**config.mk**
```make
export PLATFORM = sky130hd
export DESIGN_NAME = m_fetch_redirect_ctrl
export DESIGN_NICKNAME = d
export VERILOG_FILES = /design/src/rtl/m_fetch_redirect_ctrl_pkg.sv /design/src/rtl/m_fetch_watchdog.sv /design/src/rtl/m_fetch_redirect_ctrl.sv
export SDC_FILE = /design/constraint.sdc
export NUM_CORES = 1
export LEC_CHECK = 0
export CAP_MARGIN = 20
export CELL_PAD_IN_SITES_DETAIL_PLACEMENT = 0
export CELL_PAD_IN_SITES_GLOBAL_PLACEMENT = 2
export CORE_UTILIZATION = 25
export CTS_BUF_LIST = sky130_fd_sc_hd__clkbuf_4 sky130_fd_sc_hd__clkbuf_8
export DETAILED_ROUTE_END_ITERATION = 10
export PLACE_DENSITY = 0.9
export SYNTH_ARGS = -nofsm -noshare
export SYNTH_HDL_FRONTEND = slang
export SYNTH_HIERARCHICAL = 1
export SYNTH_SLANG_ARGS = --single-unit
```
**constraint.sdc**
```tcl
create_clock -name clk -period 2.5 [get_ports clk]
set_input_delay 0.375 -clock clk [delete_from_list [all_inputs] [get_ports clk]]
set_output_delay 0.375 -clock clk [all_outputs]
set_load 0.005 [all_outputs]
```
**src/rtl/m_fetch_redirect_ctrl_pkg.sv**
```systemverilog
// Shared fetch-control types: FSM state encoding, redirect kinds and the
// one-entry pending-redirect buffer layout.
package m_fetch_redirect_ctrl_pkg;

    localparam int unsigned ADDR_W = 32;

    typedef enum logic [1:0] {
        ST_IDLE = 2'd0,
        ST_RUN  = 2'd1,
        ST_MISS = 2'd2
    } fetch_state_e;

    typedef enum logic {
        KIND_BRANCH = 1'b0,
        KIND_JUMP   = 1'b1
    } redir_kind_e;

    typedef struct packed {
        logic              valid;
        redir_kind_e       kind;
        logic [ADDR_W-1:0] target;
    } pend_buf_t;

endpackage

```
**src/rtl/m_fetch_watchdog.sv**
```systemverilog
// Saturating idle-cycle watchdog. expired is high while the count sits at
// its maximum; clear wins over hold, hold freezes the count.
module m_fetch_watchdog #(
    parameter int unsigned WDT_W = 10
) (
    input  logic clk,
    input  logic reset,
    input  logic count_en,
    input  logic clear,
    input  logic hold,
    output logic expired
);

    localparam logic [WDT_W-1:0] CNT_MAX = '1;

    logic [WDT_W-1:0] count_q;

    // Count idle cycles, saturating at the maximum.
    always_ff @(posedge clk or negedge reset) begin
        if (!reset) begin
            count_q <= '0;
        end else if (clear) begin
            count_q <= '0;
        end else if (count_en && !hold && (count_q != CNT_MAX)) begin
            count_q <= count_q + 1'b1;
        end
    end

    assign expired = (count_q == CNT_MAX);

endmodule

```
**src/rtl/m_fetch_redirect_ctrl.sv**
```systemverilog
// Fetch redirect controller: IDLE/RUN/MISS fetch FSM, prioritised PC
// redirects (exception > pending > branch > jump > panic), a one-entry
// buffer for redirects that arrive while fetch is stalled, and a
// no-retire watchdog that forces a panic redirect. All outputs are
// combinational so a redirect reaches the PC in the cycle it is requested.
module m_fetch_redirect_ctrl
    import m_fetch_redirect_ctrl_pkg::*;
#(
    parameter int unsigned WDT_W = 10
) (
    input  logic              clk,
    input  logic              reset,
    input  logic              ic_miss,
    input  logic              ic_refill_done,
    input  logic              ex_stall,
    input  logic              retire,
    input  logic              exc_req,
    input  logic [ADDR_W-1:0] exc_target,
    input  logic              branch_req,
    input  logic [ADDR_W-1:0] branch_target,
    input  logic              jump_req,
    input  logic [ADDR_W-1:0] jump_target,
    output logic              pc_stall,
    output logic              pc_exception,
    output logic              pc_branch,
    output logic              pc_jump,
    output logic              pc_panic,
    output logic [ADDR_W-1:0] pc_target,
    output logic              fetch_valid,
    output logic              flush,
    output logic              ovf_sticky,
    output fetch_state_e      state_dbg
);

    fetch_state_e state_q, state_d;
    pend_buf_t    pend_q, pend_d;
    logic         ovf_q, ovf_d;
    logic         stalled;
    logic         wdt_en, wdt_clear, wdt_hold, wdt_expired;

    // State, pending buffer and sticky overflow registers.
    always_ff @(posedge clk or negedge reset) begin
        if (!reset) begin
            state_q <= ST_IDLE;
            pend_q  <= '0;
            ovf_q   <= 1'b0;
        end else begin
            state_q <= state_d;
            pend_q  <= pend_d;
            ovf_q   <= ovf_d;
        end
    end

    // Next state, buffer update and all PC control outputs.
    always_comb begin
        state_d      = state_q;
        pend_d       = pend_q;
        ovf_d        = ovf_q;
        pc_stall     = 1'b0;
        pc_exception = 1'b0;
        pc_branch    = 1'b0;
        pc_jump      = 1'b0;
        pc_panic     = 1'b0;
        pc_target    = '0;
        fetch_valid  = 1'b0;
        flush        = 1'b0;
        stalled      = (state_q == ST_MISS) | ex_stall | ic_miss;

        case (state_q)
            ST_IDLE: begin
                // PC holds its reset address for one cycle, then fetch starts.
                pc_stall = 1'b1;
                state_d  = ST_RUN;
            end
            ST_RUN, ST_MISS: begin
                fetch_valid = (state_q == ST_RUN) && !stalled;
                if (exc_req) begin
                    // Exceptions override stalls and abort an outstanding miss.
                    pc_exception = 1'b1;
                    pc_target    = exc_target;
                    flush        = 1'b1;
                    pend_d       = '0;
                    state_d      = ST_RUN;
                end else if (stalled) begin
                    pc_stall = 1'b1;
                    // Park the redirect; a branch may displace a parked jump.
                    if (branch_req || jump_req) begin
                        if (!pend_q.valid) begin
                            pend_d.valid  = 1'b1;
                            pend_d.kind   = branch_req ? KIND_BRANCH : KIND_JUMP;
                            pend_d.target = branch_req ? branch_target : jump_target;
                        end else if (branch_req && (pend_q.kind == KIND_JUMP)) begin
                            pend_d.valid  = 1'b1;
                            pend_d.kind   = KIND_BRANCH;
                            pend_d.target = branch_target;
                        end else begin
                            ovf_d = 1'b1;
                        end
                    end
                    if ((state_q == ST_RUN) && ic_miss) begin
                        state_d = ST_MISS;
                    end
                    if ((state_q == ST_MISS) && ic_refill_done) begin
                        state_d = ST_RUN;
                    end
                end else if (pend_q.valid) begin
                    // Parked redirect goes first; new requests are squashed by it.
                    pc_branch = (pend_q.kind == KIND_BRANCH);
                    pc_jump   = (pend_q.kind == KIND_JUMP);
                    pc_target = pend_q.target;
                    flush     = 1'b1;
                    pend_d    = '0;
                end else if (branch_req) begin
                    pc_branch = 1'b1;
                    pc_target = branch_target;
                    flush     = 1'b1;
                end else if (jump_req) begin
                    pc_jump   = 1'b1;
                    pc_target = jump_target;
                    flush     = 1'b1;
                end else if (wdt_expired) begin
                    pc_panic = 1'b1;
                    flush    = 1'b1;
                end
            end
            default: begin
                state_d = ST_IDLE;
            end
        endcase
    end

    // Watchdog control: count live cycles, clear on progress or redirect,
    // freeze an expired count while the panic has to wait out a stall.
    always_comb begin
        wdt_en    = (state_q != ST_IDLE);
        wdt_clear = retire | pc_exception | pc_branch | pc_jump | pc_panic;
        wdt_hold  = stalled & wdt_expired;
    end

    m_fetch_watchdog #(
        .WDT_W (WDT_W)
    ) u_watchdog (
        .clk      (clk),
        .reset    (reset),
        .count_en (wdt_en),
        .clear    (wdt_clear),
        .hold     (wdt_hold),
        .expired  (wdt_expired)
    );

    assign ovf_sticky = ovf_q;
    assign state_dbg  = state_q;

endmodule

```
Word level (Yosys, flattened, before mapping):

Cells that the tools add are included.

* flip-flop bits (word level): 47
* bits of input ports: 105
* output and inout bits: 42
* word-level logic and storage cells: 94

* add/subtract/negate cells: 1
* eq/ne operators: 8
* multiplexer cells: 51
* bitwise gates (word level): 10
* reductions and logical operators: 18

Operators by type and width (count)
* $mux W32: 7
* $mux W34: 3
* $mux W33: 3
* $mux W1: 30
* $mux W10: 2
* $add A10 B1 Y10 const B: 1
* $eq A10 B10 Y1 const B: 1
* $ne A10 B10 Y1 const B: 1
* $mux W2: 4
* $logic_and A1 B1 Y1: 6
* $or A1 B1 Y1: 6
* $reduce_and A6 Y1: 1
* $ne A4 B3 Y1 const B: 1
* $ne A4 B4 Y1 const B: 1
* $pmux W2 S2: 1
* $reduce_and A2 Y1: 2
* $reduce_and A4 Y1: 1
* $reduce_bool A2 Y1: 2
* $ne A3 B2 Y1 const B: 1
* $ne A3 B3 Y1 const B: 1
* $not A1 Y1: 3
* $reduce_bool A3 Y1: 1
* $eq A2 B1 Y1 const B: 1
* $eq A2 B2 Y1 const B: 1
* other kinds (6): 7

Depth between registers and ports, before layout:

* word-level depth: 10
* depth in mapped cells: 10
* mapped depth without buffers: 9

By module:

The synthesis kept the hierarchy.

By module, submodules not included
* m_fetch_redirect_ctrl: instances 1, cells each 318, area each 2845.2 um2, seq. area each 925.9 um2
* m_fetch_watchdog: instances 1, cells each 60, area each 581.8 um2, seq. area each 250.2 um2

Worst setup path after synthesis:

Ideal clock, no wire load.

* path type: reg2reg
* start: register state_q[0] (netlist: state_dbg[0])
* end: register u_watchdog.count_q[7]
* setup time: 0.078 ns
* arrival: 1.994 ns
* required time: 2.422 ns
* slack: 0.428 ns
* stages on the path, launching flop included: 9
* path buffers: 0
* clock period less this slack: 2.072 ns
* cell sequence: dfrtp_1 > inv_1 > ha_1 > nor3_1 > nor2_1 > and2b_1 > o31ai_4 > or4_1 > a21oi_1

* elaborated cells on any way between the ends: 26
* those cells by class: eq/ne (2); mux (11); bitwise (7); reduce/logical (6)

RTL lines
* from (decl): RTL line m_fetch_redirect_ctrl.sv:35 `fetch_state_e state_q, state_d;`
* from (signal assigned): RTL line m_fetch_redirect_ctrl.sv:48 `state_q <= state_d;`
* $eq A2 B2 Y1: RTL line m_fetch_redirect_ctrl.sv:67 `stalled = (state_q == ST_MISS) | ex_stall | ic_miss;`
* $or A1 B1 Y1 (2 in a row): RTL line m_fetch_redirect_ctrl.sv:67
* $and A1 B1 Y1: RTL line m_fetch_redirect_ctrl.sv:137 `wdt_hold = stalled & wdt_expired;`
* via wdt_hold: RTL line m_fetch_redirect_ctrl.sv:39 `logic wdt_en, wdt_clear, wdt_hold, wdt_expired;`
* $logic_not A1 Y1: RTL line m_fetch_watchdog.sv:24 `end else if (count_en && !hold && (count_q != CNT_MAX)) begin`
* $logic_and A1 B1 Y1 (2 in a row): RTL line m_fetch_watchdog.sv:24
* $reduce_bool A2 Y1 (no source line)
* to (signal assigned): RTL line m_fetch_watchdog.sv:25 `count_q <= count_q + 1'b1;`
* to (decl): RTL line m_fetch_watchdog.sv:16 `logic [WDT_W-1:0] count_q;`

The timed path passes the listed nets, and every way through them passes these cells.
A chain may end at the register's enable or synchronous reset.

Final worst setup path:

* start: register state_q[1] (netlist: state_dbg[1])
* end: output pc_target[28]

* cells in the longest elaborated chain, start to end: 6
* elaborated cells on any way between the ends: 8
* those cells by class: eq/ne (2); mux (3); bitwise (2); reduce/logical (1)

RTL lines
* $eq A2 B2 Y1: RTL line m_fetch_redirect_ctrl.sv:67, m_fetch_redirect_ctrl.sv:69
* $or A1 B1 Y1 (2 in a row): RTL line m_fetch_redirect_ctrl.sv:67
* $mux W32: RTL line m_fetch_redirect_ctrl.sv:84 `end else if (stalled) begin`
* $mux W32: RTL line m_fetch_redirect_ctrl.sv:77 `if (exc_req) begin`
* $mux W32 *: RTL line m_fetch_redirect_ctrl.sv:69 `case (state_q)`
* to (decl): RTL line m_fetch_redirect_ctrl.sv:28 `output logic [ADDR_W-1:0] pc_target,`

Every way passes the cells marked *; elsewhere a longest branch is shown, timed or not.

==> out/results.tsv <==
metric	value	unit
Crit Reg-Reg Endpoint	pend_q[15]	
peak supply drop	0.352	mV
Final period util	96.9	%
post-synth top area cell	dfrtp_1	
top_reg_cell synth	dfrtp_1	
leakage power	0.00235	uW
antenna cell count	0	
internal power	2530	uW
synth top area cells	dfrtp_1 34%, mux2i_1 11%, a22o_1 8.2%	
Async SR Flop Fraction	100	%
share of the synthesized area in the top cell type	34.3	%
Die Height	119	um
flop2flop setup slack	0.23	ns
vias per inst	5.04	
CP Class	register to output port	
initial antenna violation count	0	
Slew headroom	33.6	%
DR iter-0 viols	217	
share of cells above drive strength 1	19.4	%
Hold Crit Endpoint	ovf_sticky	
total wire length	11.7	mm
WP data arrival	2.05	ns
CTS tree	yes	
synthesized area per cell	9.07	um2
worst slack at placement	-0.205	ns
most frequent cells in the layout	108 x clkdlybuf4s50_1, 44 x dfrtp_1, 38 x nand2_1, 37 x o21ai_0, 36 x mux2i_1	
first-pass GRT wire length	18.5	mm
FMAX	0.413	GHz
Layout Utilization	41.1	%
TritonCTS Buffers	5	
max-cap viol count	0	
Core ar.	13300	um2
Final WS setup	0.0770	ns
reg2reg path depth	7	
Longest Clk Path Bufs	2	
Hold Path Cell Cnt	1	
via count	3593	
part of the power in the clock network	16.3	%
worst-margin pin slew	0.992	ns
vias in the first global route	3667	
R2R Path Start	state_dbg[1]	
Tot GR Track Use	16.1	%
Final Hold Viols	0	
clk slew on worst S/H paths	0.09	ns
Detailed Routing Iterations Pass 1	5	
Synth Net Count	488	
I/O Pins	147	
DPL Wire Length	7.82	mm
pins over their slew limit	0	
pwr/cell area	759	nW/um2
status	complete, no violations	
Seq/Total Area, Yosys	34.3	%
drt wl/cell	16.4	um
hold wc startpoint	ovf_sticky	
CTS sink cnt	47	
CTS root buffer	clkbuf_8	
row count	42	
Critical Path Sink Type	output port	
full die area	14200	um2
Setup crit start kind	register	
Sw Pwr	1620	uW
Tmin final	2.42	ns
clk_skew	0.00621	ns
total number of yosys warnings	6	
sequential power share	25.2	%
post-route cell area	5470	um2
global route overflow	0	
CP required	2.12	ns
HP Class	register to register	
Worst-Skew Late Latency	0.30	ns
Post-synth EDFFs	0	
DRC	0	
Routed Antenna Nets	0	
synthesized flop and latch total	47	
cell count after synthesis	378	
post-synth cell types	50	
Logic pwr share	58.4	%
Post-Syn Area	3430	um2
Sw Ratio	39.0	%
most common cell after layout, fill and taps aside	clkdlybuf4s50_1	
htree depth	2	
DIE WIDTH	119	um
RSZ-0062 raised after global routing	yes	
Initial Utilization	25.8	%
Critical Path Fanout Max	6	
total power	4150	uW
largest net degree at the start of global routing	66	
Syn-to-layout area delta	59.5	%
DP Area	5200	um2
endpoints failing setup	0	
IO Port Bufs	146	
fin nets	646	
RD Place Congestion	0.795	
==> registers in the layout, indices dropped and copies added, names as in the netlist <==
| register | flops |
|---|---|
| pend_q | 34 |
| u_watchdog/count_q | 10 |
| state_dbg | 2 |
| ovf_sticky | 1 |
==> logic make-up (layout without fill, tap and decap cells) <==
logic type               Yosys count  in the layout  synth area share [%]
flip-flops                        47             47                  34.3
AO/OA/AOI/OAI                    155            155                  33.6
multiplexers                      37             37                  10.8
XOR/XNOR                           3              3                 0.767
buffers and inverters             41            200                  5.88
adder cells (fa/ha/maj)            5              5                  1.83
AND/OR/NAND/NOR                   90             90                  12.7
==> area by class of cell <==
cell class	count	area, um2
sequential	47	1180
inverter	7	26.3
fill	1310	7830
timing repair buffer	185	1760
tap	176	220
clock buffer	6	76.3
multi-input combinational	290	2150
clock inverter	2	60.1
==> worst max-delay path, cell delays in order (launching register included) <==
cell and delay [ns]:
dfrtp_2 0.45, ha_4 0.18, or3_4 0.40, nor2_4 0.12, buf_6 0.13, buf_12 0.10, clkbuf_16 0.14, a22o_1 0.12
clkbuf_2 0.10
==> worst max-delay path by stage <==
stage                                 end  cells past startpoint    startpoint
floorplan           u_watchdog/count_q[7]                      8  state_dbg[0]
global placement                 pc_panic                      6       ic_miss
detailed placement          pc_target[29]                      7      jump_req
CTS                         pc_target[28]                      7  state_dbg[1]
global route                pc_target[22]                      9  state_dbg[0]
finish                      pc_target[28]                      8  state_dbg[1]
==> synth_stat cells, types with 7 or more instances <==
cell type and instances:
a21oi_1 8, a22o_1 32, a22oi_1 32, buf_2 13, clkbuf_1 10, dfrtp_1 47
inv_1 7, mux2i_1 36, nand2_1 38, nor2_1 18, o21ai_0 37, o2bb2ai_1 32
==> what timing repair did <==
item,CTS,global route
pin swaps,3,7
resized for setup,69,66
endpoints found under the setup margin,37,31
setup buffers,6,4
endpoints found under the hold margin,2,0
gates cloned,2,1
hold buffers,1,0
==> metrics by stage <==
stage / cells / hold slack [ns] / TNS [ns]
2_1_floorplan: 378 / 0.0794 / 0
3_3_place_gp: 692 / 0.330 / -4.09
3_5_place_dp: 692 / 0.340 / -4.45
4_1_cts: 709 / 0.496 / -0.655
5_1_grt: 713 / 0.510 / -0.307
6_report: 713 / 0.494 / 0
==> power groups by stage <==
| stage | logic (uW) | clock network (uW) | registers, uW |
|---|---|---|---|
| 2_1_floorplan | 1410 | 0 | 1020 |
| 3_3_place_gp | 2370 | 0 | 1050 |
| 3_5_place_dp | 2400 | 0 | 1050 |
| 4_1_cts | 2430 | 701 | 1040 |
| 5_1_grt | 2660 | 733 | 1070 |
| 6_report | 2420 | 677 | 1050 |
==> layer usage <==
metal  global-route usage, %  part of all wire (%)  up-vias  wire [um]
met5                       0                     0        -          0
met4                    3.56                  0.72        0         84
met3                    2.39                   4.8        5        555
met2                    27.2                    47      125       5520
met1                    21.6                    47     1707       5510
li1                        -                     -     1756          -
(Power assumes the default switching activity.)
